### config.mk
export PLATFORM = sky130hd
export DESIGN_NAME = csa_stream_accumulator_flat
export DESIGN_NICKNAME = d
export VERILOG_FILES = /design/src/rtl/csa_stream_accumulator_if.sv /design/src/rtl/csa_stream_accumulator.sv /design/src/flat_wrapper.sv
export SDC_FILE = /design/constraint.sdc
export NUM_CORES = 1
export LEC_CHECK = 0
export ABC_AREA = 1
export CAP_MARGIN = 10
export CELL_PAD_IN_SITES_DETAIL_PLACEMENT = 1
export CELL_PAD_IN_SITES_GLOBAL_PLACEMENT = 2
export CORE_MARGIN = 2
export CORE_UTILIZATION = 36
export CTS_CLUSTER_SIZE = 30
export DETAILED_ROUTE_END_ITERATION = 7
export PLACE_DENSITY_LB_ADDON = 0.1
export SLEW_MARGIN = 15
export SYNTH_ARGS = -nofsm -noshare
export SYNTH_HDL_FRONTEND = slang
export SYNTH_SLANG_ARGS = --single-unit
export TNS_END_PERCENT = 10
### constraint.sdc
create_clock -name clk -period 2.4 [get_ports clk]
set_input_delay 0.48 -clock clk [delete_from_list [all_inputs] [get_ports clk]]
set_output_delay 0.48 -clock clk [all_outputs]
set_load 0.02 [all_outputs]
### src/rtl/csa_stream_accumulator_if.sv
`default_nettype none
// ============================================================================
//  Module      : csa_stream_accumulator_if
//  Description : Operand stream in, resolved-sum stream out, for the
//                carry-save stream accumulator.
//  Revision    : 1.0  initial release
// ============================================================================
interface csa_stream_accumulator_if #(
  parameter int WIDTH   = 4,
  parameter int MAX_OPS = 16
);
  localparam int CNT_W = $clog2(MAX_OPS) + 1;
  localparam int ACC_W = WIDTH + $clog2(MAX_OPS);

  logic             in_valid;
  logic             in_ready;
  logic [WIDTH-1:0] in_data;
  logic             in_last;
  logic             out_valid;
  logic             out_ready;
  logic [ACC_W-1:0] out_sum;
  logic [CNT_W-1:0] out_count;
  logic             out_ovf;

  modport master (
    output in_valid, in_data, in_last, out_ready,
    input  in_ready, out_valid, out_sum, out_count, out_ovf
  );

  modport slave (
    input  in_valid, in_data, in_last, out_ready,
    output in_ready, out_valid, out_sum, out_count, out_ovf
  );
endinterface
`default_nettype wire

### src/rtl/csa_stream_accumulator.sv
`default_nettype none
// ============================================================================
//  Module      : csa_stream_accumulator
//  Description : Multi-operand carry-save accumulator; one carry-propagate
//                add per group, result offered on a valid/ready output.
//  Revision    : 1.0  initial release
// ============================================================================
module csa_stream_accumulator #(
  parameter int WIDTH   = 4,
  parameter int MAX_OPS = 16
) (
  input  wire logic               clk,
  input  wire logic               rst_n,
  csa_stream_accumulator_if.slave bus
);

  localparam int CNT_W = $clog2(MAX_OPS) + 1;
  localparam int ACC_W = WIDTH + $clog2(MAX_OPS);
  localparam int PAD_W = ACC_W - WIDTH;
  localparam logic [CNT_W-1:0] c_max_cnt = CNT_W'(MAX_OPS);
  localparam logic [CNT_W-1:0] c_one     = CNT_W'(1);

  typedef enum logic [1:0] {
    ST_ACC = 2'd0,
    ST_RES = 2'd1,
    ST_OUT = 2'd2
  } state_t;

  state_t           r_state;
  state_t           w_state_nxt;

  logic [ACC_W-1:0] r_s;
  logic [ACC_W-1:0] r_c;
  logic [CNT_W-1:0] r_cnt;
  logic             r_ovf;
  logic [ACC_W-1:0] w_s_nxt;
  logic [ACC_W-1:0] w_c_nxt;
  logic [CNT_W-1:0] w_cnt_nxt;
  logic             w_ovf_nxt;

  logic             r_out_valid;
  logic [ACC_W-1:0] r_out_sum;
  logic [CNT_W-1:0] r_out_count;
  logic             r_out_ovf;
  logic             w_out_valid_nxt;
  logic [ACC_W-1:0] w_out_sum_nxt;
  logic [CNT_W-1:0] w_out_count_nxt;
  logic             w_out_ovf_nxt;

  logic [ACC_W-1:0] w_x;
  logic [ACC_W-1:0] w_csa_s;
  logic [ACC_W-1:0] w_csa_c;
  logic             w_in_ready;
  logic             w_accept;
  logic             w_full;

  // 3:2 compression of the redundant pair with the new operand; the carry
  // word shifts up one place and its top bit falls off (sum never needs it).
  assign w_x      = {{PAD_W{1'b0}}, bus.in_data};
  assign w_csa_s  = r_s ^ r_c ^ w_x;
  assign w_csa_c  = ((r_s & r_c) | (r_s & w_x) | (r_c & w_x)) << 1;

  assign w_in_ready = (r_state == ST_ACC);
  assign w_accept   = bus.in_valid & w_in_ready;
  assign w_full     = (r_cnt == c_max_cnt);

  always_comb begin
    w_state_nxt     = r_state;
    w_s_nxt         = r_s;
    w_c_nxt         = r_c;
    w_cnt_nxt       = r_cnt;
    w_ovf_nxt       = r_ovf;
    w_out_valid_nxt = r_out_valid;
    w_out_sum_nxt   = r_out_sum;
    w_out_count_nxt = r_out_count;
    w_out_ovf_nxt   = r_out_ovf;

    case (r_state)
      ST_ACC: begin
        if (w_accept) begin
          if (w_full) begin
            w_ovf_nxt = 1'b1;
          end else begin
            w_s_nxt   = w_csa_s;
            w_c_nxt   = w_csa_c;
            w_cnt_nxt = r_cnt + c_one;
          end
          // A dropped beat still closes the group when it carries last.
          if (bus.in_last) begin
            w_state_nxt = ST_RES;
          end
        end
      end

      ST_RES: begin
        w_out_sum_nxt   = r_s + r_c;
        w_out_count_nxt = r_cnt;
        w_out_ovf_nxt   = r_ovf;
        w_out_valid_nxt = 1'b1;
        w_state_nxt     = ST_OUT;
      end

      ST_OUT: begin
        if (r_out_valid && bus.out_ready) begin
          w_out_valid_nxt = 1'b0;
          w_s_nxt         = '0;
          w_c_nxt         = '0;
          w_cnt_nxt       = '0;
          w_ovf_nxt       = 1'b0;
          w_state_nxt     = ST_ACC;
        end
      end

      default: begin
        w_state_nxt = ST_ACC;
      end
    endcase
  end

  always_ff @(posedge clk or negedge rst_n) begin
    if (!rst_n) begin
      r_state     <= ST_ACC;
      r_s         <= '0;
      r_c         <= '0;
      r_cnt       <= '0;
      r_ovf       <= 1'b0;
      r_out_valid <= 1'b0;
      r_out_sum   <= '0;
      r_out_count <= '0;
      r_out_ovf   <= 1'b0;
    end else begin
      r_state     <= w_state_nxt;
      r_s         <= w_s_nxt;
      r_c         <= w_c_nxt;
      r_cnt       <= w_cnt_nxt;
      r_ovf       <= w_ovf_nxt;
      r_out_valid <= w_out_valid_nxt;
      r_out_sum   <= w_out_sum_nxt;
      r_out_count <= w_out_count_nxt;
      r_out_ovf   <= w_out_ovf_nxt;
    end
  end

  assign bus.in_ready  = w_in_ready;
  assign bus.out_valid = r_out_valid;
  assign bus.out_sum   = r_out_sum;
  assign bus.out_count = r_out_count;
  assign bus.out_ovf   = r_out_ovf;

endmodule
`default_nettype wire
### src/flat_wrapper.sv
// flat-port wrapper written by rule: the top's interface ports become plain ports
module csa_stream_accumulator_flat 
#(
  parameter int WIDTH   = 4,
  parameter int MAX_OPS = 16
)
  (clk, rst_n, bus_in_valid, bus_in_data, bus_in_last, bus_out_ready, bus_in_ready, bus_out_valid, bus_out_sum, bus_out_count, bus_out_ovf);
  csa_stream_accumulator_if #(.WIDTH(WIDTH), .MAX_OPS(MAX_OPS)) bus_i ();
  input  wire logic clk;
  input  wire logic rst_n;
  input wire logic [$bits(bus_i.in_valid)-1:0] bus_in_valid;
  input wire logic [$bits(bus_i.in_data)-1:0] bus_in_data;
  input wire logic [$bits(bus_i.in_last)-1:0] bus_in_last;
  input wire logic [$bits(bus_i.out_ready)-1:0] bus_out_ready;
  output wire logic [$bits(bus_i.in_ready)-1:0] bus_in_ready;
  output wire logic [$bits(bus_i.out_valid)-1:0] bus_out_valid;
  output wire logic [$bits(bus_i.out_sum)-1:0] bus_out_sum;
  output wire logic [$bits(bus_i.out_count)-1:0] bus_out_count;
  output wire logic [$bits(bus_i.out_ovf)-1:0] bus_out_ovf;
  assign bus_i.in_valid = bus_in_valid;
  assign bus_i.in_data = bus_in_data;
  assign bus_i.in_last = bus_in_last;
  assign bus_i.out_ready = bus_out_ready;
  assign bus_in_ready = bus_i.in_ready;
  assign bus_out_valid = bus_i.out_valid;
  assign bus_out_sum = bus_i.out_sum;
  assign bus_out_count = bus_i.out_count;
  assign bus_out_ovf = bus_i.out_ovf;
  csa_stream_accumulator #(.WIDTH(WIDTH), .MAX_OPS(MAX_OPS)) u_core (.clk(clk), .rst_n(rst_n), .bus(bus_i));
endmodule
* After elaboration in Yosys (flattened, before gate mapping) *
Index checks and enable logic that the tools add are counted.

storage, ports and cells
  register bits after elaboration = 39
  output and inout bits = 16

operators by class
  add/sub/neg operators = 2
  equal/unequal tests = 8
  multiplexer cells = 20
  bitwise gates (word level) = 8
  reductions and logical operators = 8

operator list
  kind                                                                     count
  8-bit two-way mux                                                        5
  8-bit case mux with 2 select lines                                       2
  5-bit two-way mux                                                        3
  7-bit by 4-bit AND with 7-bit output                                     2
  7-bit bitwise OR                                                         2
  5-bit case mux with 2 select lines                                       1
  8-bit adder                                                              1
  2-bit inequality test, second input constant                             4
  4-bit AND reduction                                                      2
  8-bit by 4-bit XOR with 8-bit output                                     1
  8-bit XOR                                                                1
  7-bit AND                                                                1
  2-bit two-way mux                                                        3
  2-bit case mux with 3 select lines                                       1
  5-bit by 1-bit adder with 5-bit output, second input constant            1
  5-bit == test, second input constant                                     1
  1-bit case mux with 2 select lines                                       2
  2-bit nonzero test                                                       2
  1-bit two-way mux                                                        3
  3-bit AND reduction                                                      1
  2-bit by 1-bit == test with 1-bit output, second input constant          1
  2-bit == test, second input constant                                     1
  2-bit logical NOT                                                        1
  2-bit by 1-bit inequality test with 1-bit output, second input constant  1
  other kinds (3)                                                          3

* Depth between registers and ports, before layout *
Gate-level depths: netlist (run 1).

  depth after elaboration = 6
  depth in mapped cells = 9
  gate-level depth less buffers = 9

* Worst setup path after synthesis (run 1) *
OpenSTA, ideal clock, no wires.

  path kind = register to register
  from = register u_core.r_c[1]
  to = register u_core.r_out_sum[7] (netlist: u_core.bus.out_sum[7])
  library setup time = 0.117 ns
  data arrival time = 1.409 ns
  data required time = 2.283 ns
  setup slack = 0.874 ns
  cell stages (with the launch flop) = 9
  clock period less this slack = 1.526 ns
  cells stage by stage = dfrtp_1 > ha_1 > fa_1 > nand2_1 > nand2_1 > nand3_1 > nand3_1 > nand3_1 > nand2_1

between the ends
  word-level cells in the longest chain between the ends = 1

RTL lines
  what                    RTL line                       RTL
  start, declared         csa_stream_accumulator.sv:33   logic [ACC_W-1:0] r_c;
  start signal, assigned  csa_stream_accumulator.sv:134  r_c <= w_c_nxt;
  8-bit adder             csa_stream_accumulator.sv:96   w_out_sum_nxt = r_s + r_c;
  end signal, assigned    csa_stream_accumulator.sv:138  r_out_sum <= w_out_sum_nxt;
  end, declared           csa_stream_accumulator.sv:42   logic [ACC_W-1:0] r_out_sum;

No other way between the ends.
A chain may end at the register's enable or synchronous reset.

* Worst setup path after layout (run 1) *
  from = register u_core.r_state[1]
  to = output bus_in_ready

between the ends
  word-level cells in the longest chain between the ends = 1

RTL lines
  what                    RTL line                       RTL
  start, declared         csa_stream_accumulator.sv:29   state_t r_state;
  start signal, assigned  csa_stream_accumulator.sv:132  r_state <= w_state_nxt;
  2-bit logical NOT       csa_stream_accumulator.sv:63   assign w_in_ready = (r_state == ST_ACC);
  end, declared           flat_wrapper.sv:15             output wire logic [$bits(bus_i.in_ready)-1:0] bus_in_ready;

No other way between the ends.

==> flow_summary.json, run 1 <==
{
  "cts_tree": "yes",
  "fin_crit_sh_pct": 86.2,
  "hpwlAfterDp_um": 3330,
  "cp-start-kind": "flip-flop",
  "grt_use_total_pct": 17.1,
  "drive_gt1_share_pct": 12.0,
  "core_um2": 5440,
  "ys_ff_latch": 38,
  "cts_setup_buffers": 0,
  "yosysMostFrequentCell": "nand2_1",
  "start_util_pct": 36.8,
  "ys_seq_area_share_pct": 47.5,
  "critPathMaxFanout": 5,
  "layout_min_cycle_time_ps": 2070,
  "cts_max_level": 2,
  "hp-class": "in2async",
  "fp.dieH_um": 78.6,
  "final_nets": 279,
  "drt.antenna.violating_nets": 0,
  "drc_errors": 0,
  "grt_pass1_vias": 1651,
  "drv_cap": 0,
  "yosys_warnings": 0,
  "grt_pass1_wl_um": 7990,
  "syn_avg_cell_area_um2": 8.74,
  "arrival_ps": 1590,
  "post_cts_resized": 0,
  "yosysUniqueCellTypes": 25,
  "finalSetupViolCount": 0,
  "drt_first_iter_violations": 70,
  "tightest_slew_ps": 321,
  "p_total_mw": 1.13,
  "synth_common_cells": "92 x nand2_1, 38 x dfrtp_1, 16 x inv_1",
  "status": "finished, final reports clean",
  "clk_latency_ps": 290,
  "first_pass_iters": 4,
  "cts_buffers": 5,
  "syn2layout_area_growth_pct": 19.8,
  "rsz0062_at_grt": "false",
  "cts.reportedPaths.clkPinSlew_ps": 70,
  "end_kind": "output port",
  "routed_wl_um": 4530,
  "p_per_area_nw_per_um2": 471,
  "globalplace.congestion": 0.717,
  "hold_buffers": 0,
  "ir_worst_vdd_uv": 304,
  "rows": 27,
  "synth_area_leaders": "dfrtp_1 48%, nand2_1 17%, ha_1 5.6%",
  "die-width_um": 78.6,
  "vias": 1552,
  "synth_area_leader_cell": "dfrtp_1",
  "io_pins": 25,
  "clock_skew_ps": 1.97,
  "synth_fp_nets": 251,
  "numPortBuffers": 24,
  "hold_viol_final": 0,
  "setup_slack_ps": 331,
  "cp.required_ps": 1920,
  "syn_area_um2": 2000,
  "slew_headroom_pct": 78.5,
  "synthCells": 229,
  "p_leak_nw": 1.17,
  "clock_path_buffers": 2,
  "n_antenna_cell": 0,
  "cts_root_buf": "clkbuf_8",
  "synth_edf_count": 0,
  "fin_tns_setup_ps": 0,
  "cts_sinks": 38,
  "grt-ovfl-total": 0,
  "synthArstFlopShare_pct": 100,
  "pre_cts_ws_ps": 539,
  "grt_max_degree": 40,
  "yosys_most_used_dff": "dfrtp_1",
  "synth_top_area_share_pct": 47.5,
  "critical_path_class": "reg2out",
  "vias_per_cell": 4.70,
  "fmax_mhz": 483,
  "wl_per_cell_um": 13.7,
  "antenna_found_initial": 0,
  "die_area_um2": 6170,
  "report.final.slew_viol_count": 0
}
==> worst max-delay path: stages, from the launching register on <==
cell,delay (ps)
dfrtp_1,460
nor2_4,200
clkdlybuf4s50_1,640
==> cell families (layout without fill, tap and decap cells) <==
kind of cell,Yosys count,count (layout),synth area share (%)
AOI/OAI and AO/OA,29,29,9.19
xor gates and xnor gates,3,3,1.31
adders and majority gates,13,13,9.63
buffers and inverters,25,54,6.50
DFF,38,38,47.5
and+or+nand+nor,121,121,25.9
==> final cells by class <==
type | count | area (um2)
clock buffer | 7 | 86.3
clock inverter | 1 | 5.00
fill | 649 | 3040
inverter | 18 | 67.6
multi-input combinational | 166 | 921
sequential | 38 | 951
tap | 72 | 90.1
timing repair buffer | 28 | 278
==> path summary, 6_finish.rpt <==
path,start,to,slack [ps],cells after the start
worst min register to register,u_core.bus.out_count[2],u_core.bus.out_count[2],480,2
max in group asynchronous,rst_n,u_core.bus.out_sum[7],1850,2
worst max register to register,u_core.r_c[1],u_core.bus.out_sum[7],610,8
worst min-delay path,rst_n,u_core.r_state[0],50,1
min in group clk,u_core.bus.out_count[2],u_core.bus.out_count[2],480,2
worst max-delay path,u_core.r_state[1],bus_in_ready,330,2
==> placed cells by master (no fill, tap or decap) <==
cell	count
nand2_1	92
dfrtp_1	38
clkdlybuf4s50_1	23
inv_1	16
o21ai_0	13
nand3_1	12
o21ai_2	10
ha_1	9
nor2_1	8
clkbuf_8	6
a21oi_1	4
fa_1	4
nor2_4	3
buf_4	3
inv_2	2
nand2_2	2
xor2_1	2
a31oi_1	1
nand4_2	1
nand3_2	1
nand4_1	1
nand3b_1	1
xnor2_1	1
o21ai_1	1
clkinv_2	1
clkbuf_1	1
buf_2	1
buf_12	1
==> metrics by stage <==
| stage | instance area [um2] | hold WS (ps) | utilization [%] | std cells |
|---|---|---|---|---|
| floorplan | 2000 | 184 | - | 229 |
| global placement | 2310 | 361 | 42.4 | 322 |
| detailed placement | 2310 | 364 | 42.4 | 322 |
| CTS | 2400 | 51.3 | 44.1 | 330 |
| global route | 2400 | 50.0 | 44.1 | 330 |
| finish | 2400 | 52.3 | 44.1 | 330 |
==> flip-flops by register name, indices dropped and copies added (netlist names) <==
register and flops:
u_core.r_c 7, u_core.bus.out_valid 1, u_core.r_state 2, u_core.bus.out_sum 8, u_core.r_s 8, u_core.r_ovf 1
u_core.bus.out_ovf 1, u_core.bus.out_count 5, u_core.r_cnt 5
==> metal layers <==
layer  vias up  track usage [%]  wire length [um]
li1        779                -                 -
met1       752             20.6              2000
met2        16             29.9              2360
met3         5             4.14               102
met4         0             5.79                60
met5         -                0                 0
==> power by group <==
| part | leakage (nW) | total, mW | internal [mW] | switching, mW |
|---|---|---|---|---|
| Sequential | 0.526 | 0.640 | 0.640 | 0 |
| Combinational | 0.591 | 0.0313 | 0.0140 | 0.0172 |
| Clock | 0.0482 | 0.459 | 0.232 | 0.227 |
| Total | 1.17 | 1.13 | 0.886 | 0.244 |
(Power assumes the default switching activity.)
==> run 2: changes to the inputs <==
- MAX_ROUTING_LAYER: default -> met4
- SKIP_CTS_REPAIR_TIMING: default -> 1
==> flow_summary.json, run 2 (synthesized netlist as in run 1, its figures left out) <==
{
  "status": "finished, final reports clean",
  "p_comb_share_pct": 2.8,
  "cp-start-kind": "flip-flop",
  "intPower_mw": 0.886,
  "hpwlAfterDp_um": 3330,
  "globalplace.congestion": 0.725,
  "p_total_mw": 1.13,
  "hold_viol_final": 0,
  "fin_tns_setup_ps": 0,
  "numPortBuffers": 24,
  "grt_max_degree": 40,
  "final_common_cell": "nand2_1",
  "cts.reportedPaths.clkPinSlew_ps": 70,
  "clock_path_buffers": 2,
  "hp-class": "in2async",
  "critPathMaxFanout": 5,
  "final_cell_mix": "92 x nand2_1, 38 x dfrtp_1, 23 x clkdlybuf4s50_1",
  "clockPowerShare_pct": 40.6,
  "die_area_um2": 6170,
  "tightest_slew_ps": 321,
  "regArea_um2": 951,
  "finalSetupViolCount": 0,
  "drt.antenna.violating_nets": 0,
  "final_nets": 279,
  "multi_input_area_um2": 921,
  "clock_skew_ps": 1.70,
  "n_antenna_cell": 0,
  "vias_per_cell": 4.70,
  "core_um2": 5440,
  "drc_errors": 0,
  "fmax_mhz": 484,
  "syn2layout_area_growth_pct": 19.8,
  "drive_gt1_share_pct": 12.0,
  "grt_use_total_pct": 17.6,
  "cts_tree": "yes",
  "critical_path_class": "reg2out",
  "p_leak_nw": 1.17,
  "fin_crit_sh_pct": 86.1,
  "grt_pass1_vias": 1645,
  "p_sw_mw": 0.244,
  "drv_cap": 0,
  "antenna_found_initial": 0,
  "clk_latency_ps": 290,
  "final_util_pct": 44.1,
  "slew_headroom_pct": 78.5,
  "cp.required_ps": 1920,
  "start_util_pct": 36.8,
  "rows": 27,
  "fin_cells": 330,
  "arrival_ps": 1590,
  "fp.dieH_um": 78.6,
  "fill_cells": 649,
  "power_frac_seq_pct": 56.6,
  "wl_per_cell_um": 13.7,
  "vias": 1552,
  "p_per_area_nw_per_um2": 471,
  "grt_pass1_wl_um": 8000,
  "io_pins": 25,
  "ir_worst_vdd_uv": 304,
  "swShare_pct": 21.6,
  "drt_first_iter_violations": 64,
  "rsz0062_at_grt": "false",
  "cts_buffers": 5,
  "place_inst": 322,
  "r2r_cells": 8,
  "cts_root_buf": "clkbuf_8",
  "first_pass_iters": 4,
  "cts_max_level": 2,
  "report.final.slew_viol_count": 0,
  "die-width_um": 78.6,
  "end_kind": "output port",
  "grt-ovfl-total": 0,
  "layout_min_cycle_time_ps": 2070,
  "routed_wl_um": 4530,
  "cts_sinks": 38
}
## run 2: final timing paths
path | startpoint | end | slack, ps
worst max-delay path | u_core.r_state[1] | bus_in_ready | 330
worst min-delay path | rst_n | u_core.r_state[0] | 50
worst max register to register | u_core.r_c[1] | u_core.bus.out_sum[7] | 610
worst min register to register | u_core.bus.out_count[2] | u_core.bus.out_count[2] | 480
max in group asynchronous | rst_n | u_core.bus.out_sum[7] | 1850
min in group clk | u_core.bus.out_count[2] | u_core.bus.out_count[2] | 480
## run 2: critical path: stages (launching register included)
cell and delay [ps]:
dfrtp_1 460, nor2_4 200, clkdlybuf4s50_1 640
## run 2: cell type report
| cell class | count | area share, % |
|---|---|---|
| clock inverter | 1 | 0.209 |
| clock buffer | 7 | 3.60 |
| timing repair buffer | 28 | 11.6 |
| tap | 72 | 3.76 |
| multi-input combinational | 166 | 38.4 |
| sequential | 38 | 39.6 |
| inverter | 18 | 2.82 |
## run 2: stage by stage
step,setup slack [ps],cell area [um2],hold WS [ps]
CTS,312,2400,51.3
detailed placement,539,2310,364
floorplan,874,2000,184
finish,334,2400,52.2
global placement,601,2310,361
global route,261,2400,50.0
## run 2: layer usage
metal  share of wire [%]  GRT usage [%]  vias up
li1                    -              -      779
met1                  44           20.4      752
met2                  52           30.0       16
met3                 2.3           4.14        5
met4                 1.3           5.79        0
met5                   0              -        -
## run 2: power groups by stage
stage | clock network [mW] | registers, mW | logic [mW]
6_report | 0.459 | 0.640 | 0.0313
5_1_grt | 0.503 | 0.640 | 0.0359
4_1_cts | 0.473 | 0.640 | 0.0328
3_5_place_dp | 0 | 0.652 | 0.0326
3_3_place_gp | 0 | 0.652 | 0.0329
2_1_floorplan | 0 | 0.653 | 0.00233
